===== src/rtl/dmem_pkg.sv =====
// Shared constants and the read-return tag for the cluster data-memory front end.
package dmem_pkg;

  localparam int DEF_NUM_C = 4;
  localparam int DEF_DW    = 16;
  localparam int DEF_AW    = 16;

  // Tag index is sized for the largest cluster we expect to build (256 cores).
  localparam int TAG_IDX_W = 8;

  // Describes the read issued at the last edge. At most one read is in flight
  // because memory latency is exactly one cycle.
  typedef struct packed {
    logic                 valid;
    logic                 is_com;
    logic [TAG_IDX_W-1:0] idx;
  } rd_tag_t;

endpackage


===== src/rtl/dmem_arbiter_rr_arbiter.sv =====
// Round-robin arbiter: masks requests, searches upward from the pointer
// (modulo N), issues a one-hot grant and advances the pointer past the winner.
// Handshake: a request is granted combinationally in the cycle it is eligible
// and en_i is high; the pointer moves only on the edge that ends a grant cycle.
module rr_arbiter #(
  parameter int N  = 4,
  parameter int PW = $clog2(N)
) (
  input  logic          clk,
  input  logic          rst_n,
  input  logic [N-1:0]  req_i,
  input  logic [N-1:0]  mask_i,
  input  logic          en_i,
  output logic [N-1:0]  gnt_o,
  output logic          gnt_any_o,
  output logic [PW-1:0] gnt_idx_o,
  output logic [PW-1:0] ptr_o
);

  logic [PW-1:0] ptr_q, ptr_d;
  logic [N-1:0]  elig;

  assign elig  = req_i & mask_i;
  assign ptr_o = ptr_q;

  // Position k steps above p, wrapping at N (works for non-power-of-2 N).
  function automatic logic [PW-1:0] wrap_add(input logic [PW-1:0] p, input int k);
    int s;
    s = int'(p) + k;
    if (s >= N) s = s - N;
    return PW'(s);
  endfunction

  // First eligible requester at or after the pointer wins.
  always_comb begin
    logic [PW-1:0] cand;
    gnt_o     = '0;
    gnt_any_o = 1'b0;
    gnt_idx_o = '0;
    cand      = '0;
    if (en_i) begin
      for (int k = 0; k < N; k++) begin
        cand = wrap_add(ptr_q, k);
        if (!gnt_any_o && elig[cand]) begin
          gnt_any_o   = 1'b1;
          gnt_o[cand] = 1'b1;
          gnt_idx_o   = cand;
        end
      end
    end
  end

  // Next pointer sits just above the winner; unchanged without a grant.
  always_comb begin
    ptr_d = ptr_q;
    if (gnt_any_o) begin
      ptr_d = (gnt_idx_o == PW'(N - 1)) ? '0 : gnt_idx_o + PW'(1);
    end
  end

  // Pointer register.
  always_ff @(posedge clk) begin
    if (!rst_n) ptr_q <= '0;
    else        ptr_q <= ptr_d;
  end

endmodule


===== src/rtl/dmem_arbiter.sv =====
// Single-port data-memory front end shared by NUM_C cores and the com port.
// Com has absolute priority; cores are served round-robin. Reads are tagged
// so the one-cycle-late memory data is flagged valid only to its requester.
module dmem_arbiter
  import dmem_pkg::*;
#(
  parameter int NUM_C = DEF_NUM_C,
  parameter int DW    = DEF_DW,
  parameter int AW    = DEF_AW
) (
  input  logic                     clk,
  input  logic                     rst_n,
  input  logic [NUM_C-1:0]         core_active,
  input  logic [NUM_C-1:0]         core_req,
  input  logic [NUM_C-1:0]         core_we,
  input  logic [NUM_C*AW-1:0]      core_addr,
  input  logic [NUM_C*DW-1:0]      core_wdata,
  output logic [NUM_C-1:0]         core_gnt,
  output logic [NUM_C-1:0]         core_rvalid,
  output logic [DW-1:0]            core_rdata,
  input  logic                     com_req,
  input  logic                     com_we,
  input  logic [AW-1:0]            com_addr,
  input  logic [DW-1:0]            com_wdata,
  output logic                     com_gnt,
  output logic                     com_rvalid,
  output logic [DW-1:0]            com_rdata,
  output logic                     mem_we,
  output logic [AW-1:0]            mem_addr,
  output logic [DW-1:0]            mem_wdata,
  input  logic [DW-1:0]            mem_rdata,
  output logic [$clog2(NUM_C)-1:0] dbg_rr_ptr_o
);

  localparam int PW = $clog2(NUM_C);

  logic          core_en;
  logic          core_any;
  logic [PW-1:0] core_idx;

  logic          win_any;
  logic          win_we;
  logic [AW-1:0] addr_q, addr_d;
  logic [DW-1:0] wdata_q, wdata_d;
  rd_tag_t       tag_q, tag_d;

  // Cores compete only when com is idle and the block is out of reset.
  assign core_en = rst_n & ~com_req;
  assign com_gnt = rst_n & com_req;

  rr_arbiter #(.N(NUM_C), .PW(PW)) u_rr (
    .clk       (clk),
    .rst_n     (rst_n),
    .req_i     (core_req),
    .mask_i    (core_active),
    .en_i      (core_en),
    .gnt_o     (core_gnt),
    .gnt_any_o (core_any),
    .gnt_idx_o (core_idx),
    .ptr_o     (dbg_rr_ptr_o)
  );

  // Steer the winner onto the memory port; with no winner the last address
  // and data stay on the bus and the write strobe drops.
  always_comb begin
    win_any = com_gnt | core_any;
    win_we  = 1'b0;
    addr_d  = addr_q;
    wdata_d = wdata_q;
    if (com_gnt) begin
      win_we  = com_we;
      addr_d  = com_addr;
      wdata_d = com_wdata;
    end else if (core_any) begin
      win_we  = core_we[core_idx];
      addr_d  = core_addr[core_idx*AW +: AW];
      wdata_d = core_wdata[core_idx*DW +: DW];
    end
  end

  assign mem_we    = win_we;
  assign mem_addr  = addr_d;
  assign mem_wdata = wdata_d;

  // Record who issued a read this cycle so the return can be routed.
  always_comb begin
    tag_d        = '0;
    tag_d.valid  = win_any & ~win_we;
    tag_d.is_com = com_gnt;
    tag_d.idx    = TAG_IDX_W'(core_idx);
  end

  // Held bus values and the read tag; reset drops any pending read.
  always_ff @(posedge clk) begin
    if (!rst_n) begin
      addr_q  <= '0;
      wdata_q <= '0;
      tag_q   <= '0;
    end else begin
      addr_q  <= addr_d;
      wdata_q <= wdata_d;
      tag_q   <= tag_d;
    end
  end

  // Decode the tag into the one-hot read-valid flags.
  always_comb begin
    core_rvalid = '0;
    for (int i = 0; i < NUM_C; i++) begin
      core_rvalid[i] = tag_q.valid & ~tag_q.is_com & (tag_q.idx == TAG_IDX_W'(i));
    end
  end

  assign com_rvalid = tag_q.valid & tag_q.is_com;
  assign core_rdata = mem_rdata;
  assign com_rdata  = mem_rdata;

endmodule


===== config.mk =====
export PLATFORM = sky130hd
export DESIGN_NAME = dmem_arbiter
export DESIGN_NICKNAME = d
export VERILOG_FILES = /design/src/rtl/dmem_pkg.sv /design/src/rtl/dmem_arbiter_rr_arbiter.sv /design/src/rtl/dmem_arbiter.sv
export SDC_FILE = /design/constraint.sdc
export NUM_CORES = 1
export LEC_CHECK = 0
export CAP_MARGIN = 40
export CORE_AREA = 2 2 105 107
export DETAILED_ROUTE_END_ITERATION = 6
export DIE_AREA = 0 0 107 109
export HOLD_SLACK_MARGIN = 0.08
export PLACE_DENSITY = 0.82
export REMOVE_ABC_BUFFERS = 1
export SYNTH_ARGS = -nofsm -noshare
export SYNTH_HDL_FRONTEND = slang
export SYNTH_SLANG_ARGS = --single-unit
export TNS_END_PERCENT = 100

===== constraint.sdc =====
create_clock -name clk -period 5.6 [get_ports clk]
set_input_delay 0.56 -clock clk [delete_from_list [all_inputs] [get_ports clk]]
set_output_delay 0.56 -clock clk [all_outputs]
set_load 0.005 [all_outputs]

Word-level counts from Yosys, hierarchy flattened
Index checks and enable logic that the tools add are counted.
Widths: inputs -> output; s select.
{"block": "totals", "regBits": 44, "in_bits": 192, "out_inout_bits": 77, "wordCells": 116}
{"block": "classes", "add_sub_neg": 8, "order_cmp": 13, "n_eq_ne": 4, "n_shift": 2, "n_mux": 54, "n_bitwise": 17, "n_reduce_logical": 11}
{"op": "$shiftx 64x7->16", "count": 2}
{"op": "$mux 16", "count": 4}
{"op": "$mux 4", "count": 8}
{"op": "$mux 2", "count": 14}
{"op": "$mux 1", "count": 19}
{"op": "$eq 8x2->1 const B", "count": 2}
{"op": "$lt 2x3->1 const B", "count": 5}
{"op": "$or 4x4->4", "count": 3}
{"op": "$bmux 1 s2", "count": 5}
{"op": "$and 1x1->1", "count": 9}
{"op": "$ge 3x3->1 const B", "count": 3}
{"op": "$demux 1 s2", "count": 4}
{"op": "$eq 8x1->1 const B", "count": 1}
{"op": "$ge 2x1->1 const B", "count": 4}
{"op": "$logic_not 8->1", "count": 1}
{"op": "$sub 2x1->2 const B", "count": 4}
{"op": "$logic_and 1x1->1", "count": 7}
{"op": "$add 2x2->3 const B", "count": 2}
{"op": "$and 4x4->4", "count": 1}
{"op": "$add 2x1->3 const B", "count": 1}
{"op": "$ge 2x3->1 const B", "count": 1}
{"op": "$logic_not 1->1", "count": 3}
{"op": "$not 1->1", "count": 3}
{"op": "$add 2x1->2 const B", "count": 1}
{"op": "2 further kinds", "count": 2}

Logic depth before layout (Yosys ltp)
{"block": "logic_depth", "word_depth": 25, "ltp_mapped": 14, "depth_no_buf": 11}

Modules after synthesis
A second synthesis with hierarchy kept.
{"block": "hier_totals", "cells_unflattened": 503, "area_unflattened_um2": 3918.8}
{"module": "dmem_arbiter", "instances": 1, "cells_per_inst": 415, "area_each_um2": 3190.6, "seq_area_each_um2": 720.7}
{"module": "rr_arbiter", "instances": 1, "cells_per_inst": 88, "area_each_um2": 728.2, "seq_area_each_um2": 40.0}

Worst setup path before layout
No wires, ideal clock.
{"block": "synth_timing", "kind": "register -> output", "startpoint": "register u_rr.ptr_q[0] (netlist: u_rr.ptr_o[0])", "endpoint": "output port mem_addr[0]", "t_arrival_ps": 2965, "required_time_ps": 5040, "setup_slack_ps": 2075, "stages_incl_launch_ff": 15, "n_path_buf": 4, "cell_sequence": "dfxtp_1 > buf_2 > inv_1 > ha_1 > clkbuf_1 > nor2b_1 > o21ai_0 > o211ai_1 > a21boi_0 > nand2_1 > inv_1 > buf_2 > clkbuf_1 > a21oi_1 > a22o_1"}
{"block": "synth_via", "elab_chain_len": 22, "word_cells_on_any_way": 49, "cone_classes": "add/sub: 7; order compare: 4; shift: 1; mux: 31; reduce/logical: 6"}
{"item": "start, declared", "line_no": "dmem_arbiter_rr_arbiter.sv:20", "text": "logic [PW-1:0] ptr_q, ptr_d;"}
{"item": "start signal, assigned", "line_no": "dmem_arbiter_rr_arbiter.sv:64", "text": "else ptr_q <= ptr_d;"}
{"item": "$ge 2x3->1 / $sub 2x1->2 (equally long branches)", "line_no": "dmem_arbiter_rr_arbiter.sv:30", "text": "if (s >= N) s = s - N;"}
{"item": "$mux 2", "line_no": "dmem_arbiter_rr_arbiter.sv:30"}
{"item": "$mux 2", "line_no": "dmem_arbiter_rr_arbiter.sv:41", "text": "if (en_i) begin"}
{"item": "$bmux 1 s2", "line_no": "dmem_arbiter_rr_arbiter.sv:44", "text": "if (!gnt_any_o && elig[cand]) begin"}
{"item": "$mux 1 (implied by the code)", "line_no": "dmem_arbiter_rr_arbiter.sv:44"}
{"item": "$mux 1", "line_no": "dmem_arbiter_rr_arbiter.sv:44"}
{"item": "$mux 1", "line_no": "dmem_arbiter_rr_arbiter.sv:41"}
{"item": "$logic_not 1->1", "line_no": "dmem_arbiter_rr_arbiter.sv:44"}
{"item": "[... 6 more ...]"}
{"item": "$mux 1", "line_no": "dmem_arbiter_rr_arbiter.sv:41"}
{"item": "$logic_not 1->1", "line_no": "dmem_arbiter_rr_arbiter.sv:44"}
{"item": "$logic_and 1x1->1", "line_no": "dmem_arbiter_rr_arbiter.sv:44"}
{"item": "$mux 2", "line_no": "dmem_arbiter_rr_arbiter.sv:44"}
{"item": "$mux 2", "line_no": "dmem_arbiter_rr_arbiter.sv:41"}
{"item": "$shiftx 64x7->16", "line_no": "dmem_arbiter.sv:76", "text": "addr_d = core_addr[core_idx*AW +: AW];"}
{"item": "$mux 16 (*)", "line_no": "dmem_arbiter.sv:74", "text": "end else if (core_any) begin"}
{"item": "$mux 16 (*)", "line_no": "dmem_arbiter.sv:70", "text": "if (com_gnt) begin"}
{"item": "end, declared", "line_no": "dmem_arbiter.sv:29", "text": "output logic [AW-1:0] mem_addr,"}
Every way passes the cells marked *; elsewhere a longest branch is shown, timed or not. The select of a mux whose other input is x is not followed.

Worst setup path after layout
{"block": "layout_timing", "startpoint": "register u_rr.ptr_q[0] (netlist: u_rr.ptr_o[0])", "endpoint": "output port mem_addr[10]"}
Same word-level chain as after synthesis.

==> flow_metrics.py <==
metrics = {
    "global_routing": {
        "grt_pass1_vias": 4401,
        "track_usage_pct": 23.2,
        "overflow": 0,
        "grt_pass1_wl_um": 21700,
        "grt_antenna_before_repair": 0,
        "grt_max_degree": 68,
    },
    "layout": {
        "layout-drive-gt1-share_pct": 3.67,
        "layout_commonest_cell": "clkdlybuf4s50_1",
        "nets": 855,
        "synthToLayoutAreaGrowth_pct": 58.5,
        "stdcell_area_um2": 5800,
        "final_cell_mix": "clkdlybuf4s50_1 (220), nand2_1 (81), a21oi_1 (70), a22o_1 (64)",
        "nFillCells": 972,
        "antennaDiodeCount": 0,
    },
    "sta": {
        "final-hold-violation-count": 0,
        "slew_headroom_pct": 45.2,
        "drv_slew": 0,
        "finalSetupViolations": 0,
        "layout_min_cycle_time_ns": 5.00,
        "max_freq_mhz": 200,
        "fin_tns_setup_ns": 0,
        "tightest_slew_ns": 0.819,
        "finalCritPeriodShare_pct": 89.3,
        "rsz0062_at_grt": "no",
        "finClkSkew_ns": 0.0133,
    },
    "setup_path": {
        "ff2ff_path_depth": 12,
        "cp_slowest_stage_delay_ns": 0.77,
        "crit_slowest_cell": "dfxtp_1",
        "crit_chain": "inv_1 > ha_1 > mux4_2 > o311a_1 > o31ai_4 > buf_12 > mux2i_1 > a21oi_1 > a22o_1 > clkdlybuf4s50_1",
        "cp_num_buf_inv": 3,
        "cp_max_fo": 67,
        "crit_path_end_kind": "primary output",
        "start_kind": "flop",
        "crit_family": "buffers and inverters",
        "crit_type": "reg -> out",
        "crit_arrival_ns": 4.44,
        "cp_data_required_time_ns": 5.04,
        "cp.depth": 10,
    },
    "clock_tree": {
        "clk_latency_ns": 0.29,
        "htreeDepth": 2,
        "postCtsSetupBuffers": 0,
        "cts.clk_slew.worst_paths_ns": 0.08,
        "cts.sinks": 38,
        "cts_hold_buf": 0,
        "cts_made_buffers": 5,
        "clockBufferDepth": 2,
        "clockRootBuffer": "clkbuf_8",
        "cts_resized": 0,
        "cts_tree": "done",
    },
    "synthesis": {
        "ys_types": 44,
        "ys_ff_latch": 38,
        "synth_area_um2": 3660,
        "synth_top_flop_cell": "dfxtp_1",
        "synth_warnings": 0,
        "syn_inst": 494,
        "synth-edff-count": 0,
        "async_reset_ff_share_pct": 0,
        "synth_area_per_cell_um2": 7.41,
        "seq_area_frac_synth_pct": 20.8,
    },
    "die": {
        "coreArea_um2": 10600,
        "dieArea_um2": 11700,
        "start_util_pct": 34.5,
        "io-pin-count": 269,
        "fp.dieW_um": 107,
        "rows": 38,
        "die_y_um": 109,
    },
    "outcome": {
        "status": "complete, no violations",
    },
    "routing": {
        "first_pass_iters": 5,
        "routedWlPerCell_um": 18.3,
        "via_per_inst": 5.58,
        "drtAntennaViolNets": 0,
        "drc": 0,
        "drt_iter0_drc": 276,
        "wl_um": 14500,
        "via_count": 4434,
    },
    "place": {
        "io_buffer_count": 220,
        "gp_congestion": 0.842,
        "dp_hpwl_um": 10700,
        "place_area_um2": 5690,
    },
    "power": {
        "ir_drop_mv": 0.0948,
        "p_leak_nw": 2.48,
        "powerDensity_nw_per_um2": 174,
    },
    "job": {
        "cap_violations": 0,
    },
    "hold_path": {
        "hold_depth": 3,
        "hold_path.class": "reg -> reg",
    },
}
-- synth_stat cells, drive strengths merged (2+ instances only) --
| library cell | count | area share (%) |
|---|---|---|
| nand2 | 81 | 8.3 |
| a21oi | 71 | 9.7 |
| a22o | 64 | 15 |
| buf | 47 | 10 |
| nor2 | 39 | 4.1 |
| dfxtp | 38 | 21 |
| a31oi | 33 | 5.8 |
| mux2i | 33 | 9.0 |
| clkbuf | 26 | 2.7 |
| ha | 9 | 3.1 |
| inv | 9 | 0.92 |
| and2 | 5 | 0.85 |
| nand3 | 5 | 0.68 |
| a222oi | 4 | 1.1 |
| o21ai | 3 | 0.41 |
| o31ai | 3 | 0.99 |
| a21boi | 2 | 0.41 |
| mux4 | 2 | 1.2 |
| nor2b | 2 | 0.34 |
| nor4bb | 2 | 0.55 |
| o311a | 2 | 0.55 |
-- kinds of logic after synthesis --
| group | count (synthesis) | synth area share (%) |
|---|---|---|
| AOI/OAI and AO/OA | 190 | 36.3 |
| adders and majority gates | 9 | 3.08 |
| buffers and inverters | 82 | 13.6 |
| DFF | 38 | 20.8 |
| muxes | 35 | 10.3 |
| and+or+nand+nor | 140 | 16.0 |
-- final timing paths --
kind,slack [ns],from,endpoint
min,0.66,addr_q[0]$_SDFF_PN0_,addr_q[0]$_SDFF_PN0_
max,0.60,u_rr.ptr_o[0]$_SDFFE_PN0N_,mem_addr[10]
max reg2reg,1.81,u_rr.ptr_o[0]$_SDFFE_PN0N_,u_rr.ptr_o[1]$_SDFFE_PN0N_
min reg2reg,0.66,addr_q[0]$_SDFF_PN0_,addr_q[0]$_SDFF_PN0_
-- power by group --
group | switching, W | internal, W | leakage, nW
clock network | 0.000100 | 0.000143 | 0.0573
registers | 0.0000111 | 0.000293 | 0.315
logic | 0.000191 | 0.000270 | 2.10
total | 0.000302 | 0.000706 | 2.48
-- layout make-up --
cell class                      count  area [µm²]  area share (%)
Clock buffer                        6        82.6            1.42
Tap cell                          140         175            3.02
Timing Repair Buffer              226        2300            39.7
Inverter                            9        33.8           0.582
Multi-Input combinational cell    374        2420            41.6
Clock inverter                      1        30.0           0.517
Sequential cell                    38         761            13.1
-- flip-flops by register name, indices dropped and copies added, names as in the netlist --
name,flops
addr_q,16
wdata_q,16
tag_q,4
u_rr.ptr_o,2
-- routing by layer --
| metal | track usage [%] | vias up | share of wire [%] |
|---|---|---|---|
| met5 | 4.46 | - | 0.32 |
| met4 | 7.70 | 2 | 1.8 |
| met3 | 8.73 | 22 | 11 |
| met2 | 40.5 | 251 | 49 |
| met1 | 25.8 | 2049 | 38 |
| li1 | - | 2110 | - |
-- worst reg2reg max path: stages, from the launching register on --
cell,delay [ns]
dfxtp_1,0.77
inv_1,0.32
ha_1,0.58
nor2b_1,0.21
o21ai_0,0.12
o211ai_1,0.09
a21boi_0,0.30
nand2_1,0.18
inv_2,0.42
buf_12,0.28
ha_1,0.27
nand2_1,0.06
o31ai_1,0.07
-- stage by stage --
| step | cells | setup WS [ns] | hold WS, ns | util [%] | total power [W] |
|---|---|---|---|---|---|
| 3_5_place_dp | 787 | 0.948 | 0.649 | 53.7 | 0.000769 |
| 2_1_floorplan | 421 | 0.184 | 0.626 | - | 0.000511 |
| 3_3_place_gp | 786 | 1.05 | 0.641 | 53.4 | 0.000753 |
| 4_1_cts | 794 | 0.661 | 0.661 | 54.7 | 0.00102 |
| 6_report | 794 | 0.600 | 0.661 | 54.7 | 0.00101 |
| 5_1_grt | 794 | 0.324 | 0.680 | 54.7 | 0.00107 |
Power figures use the tool's default switching activity.
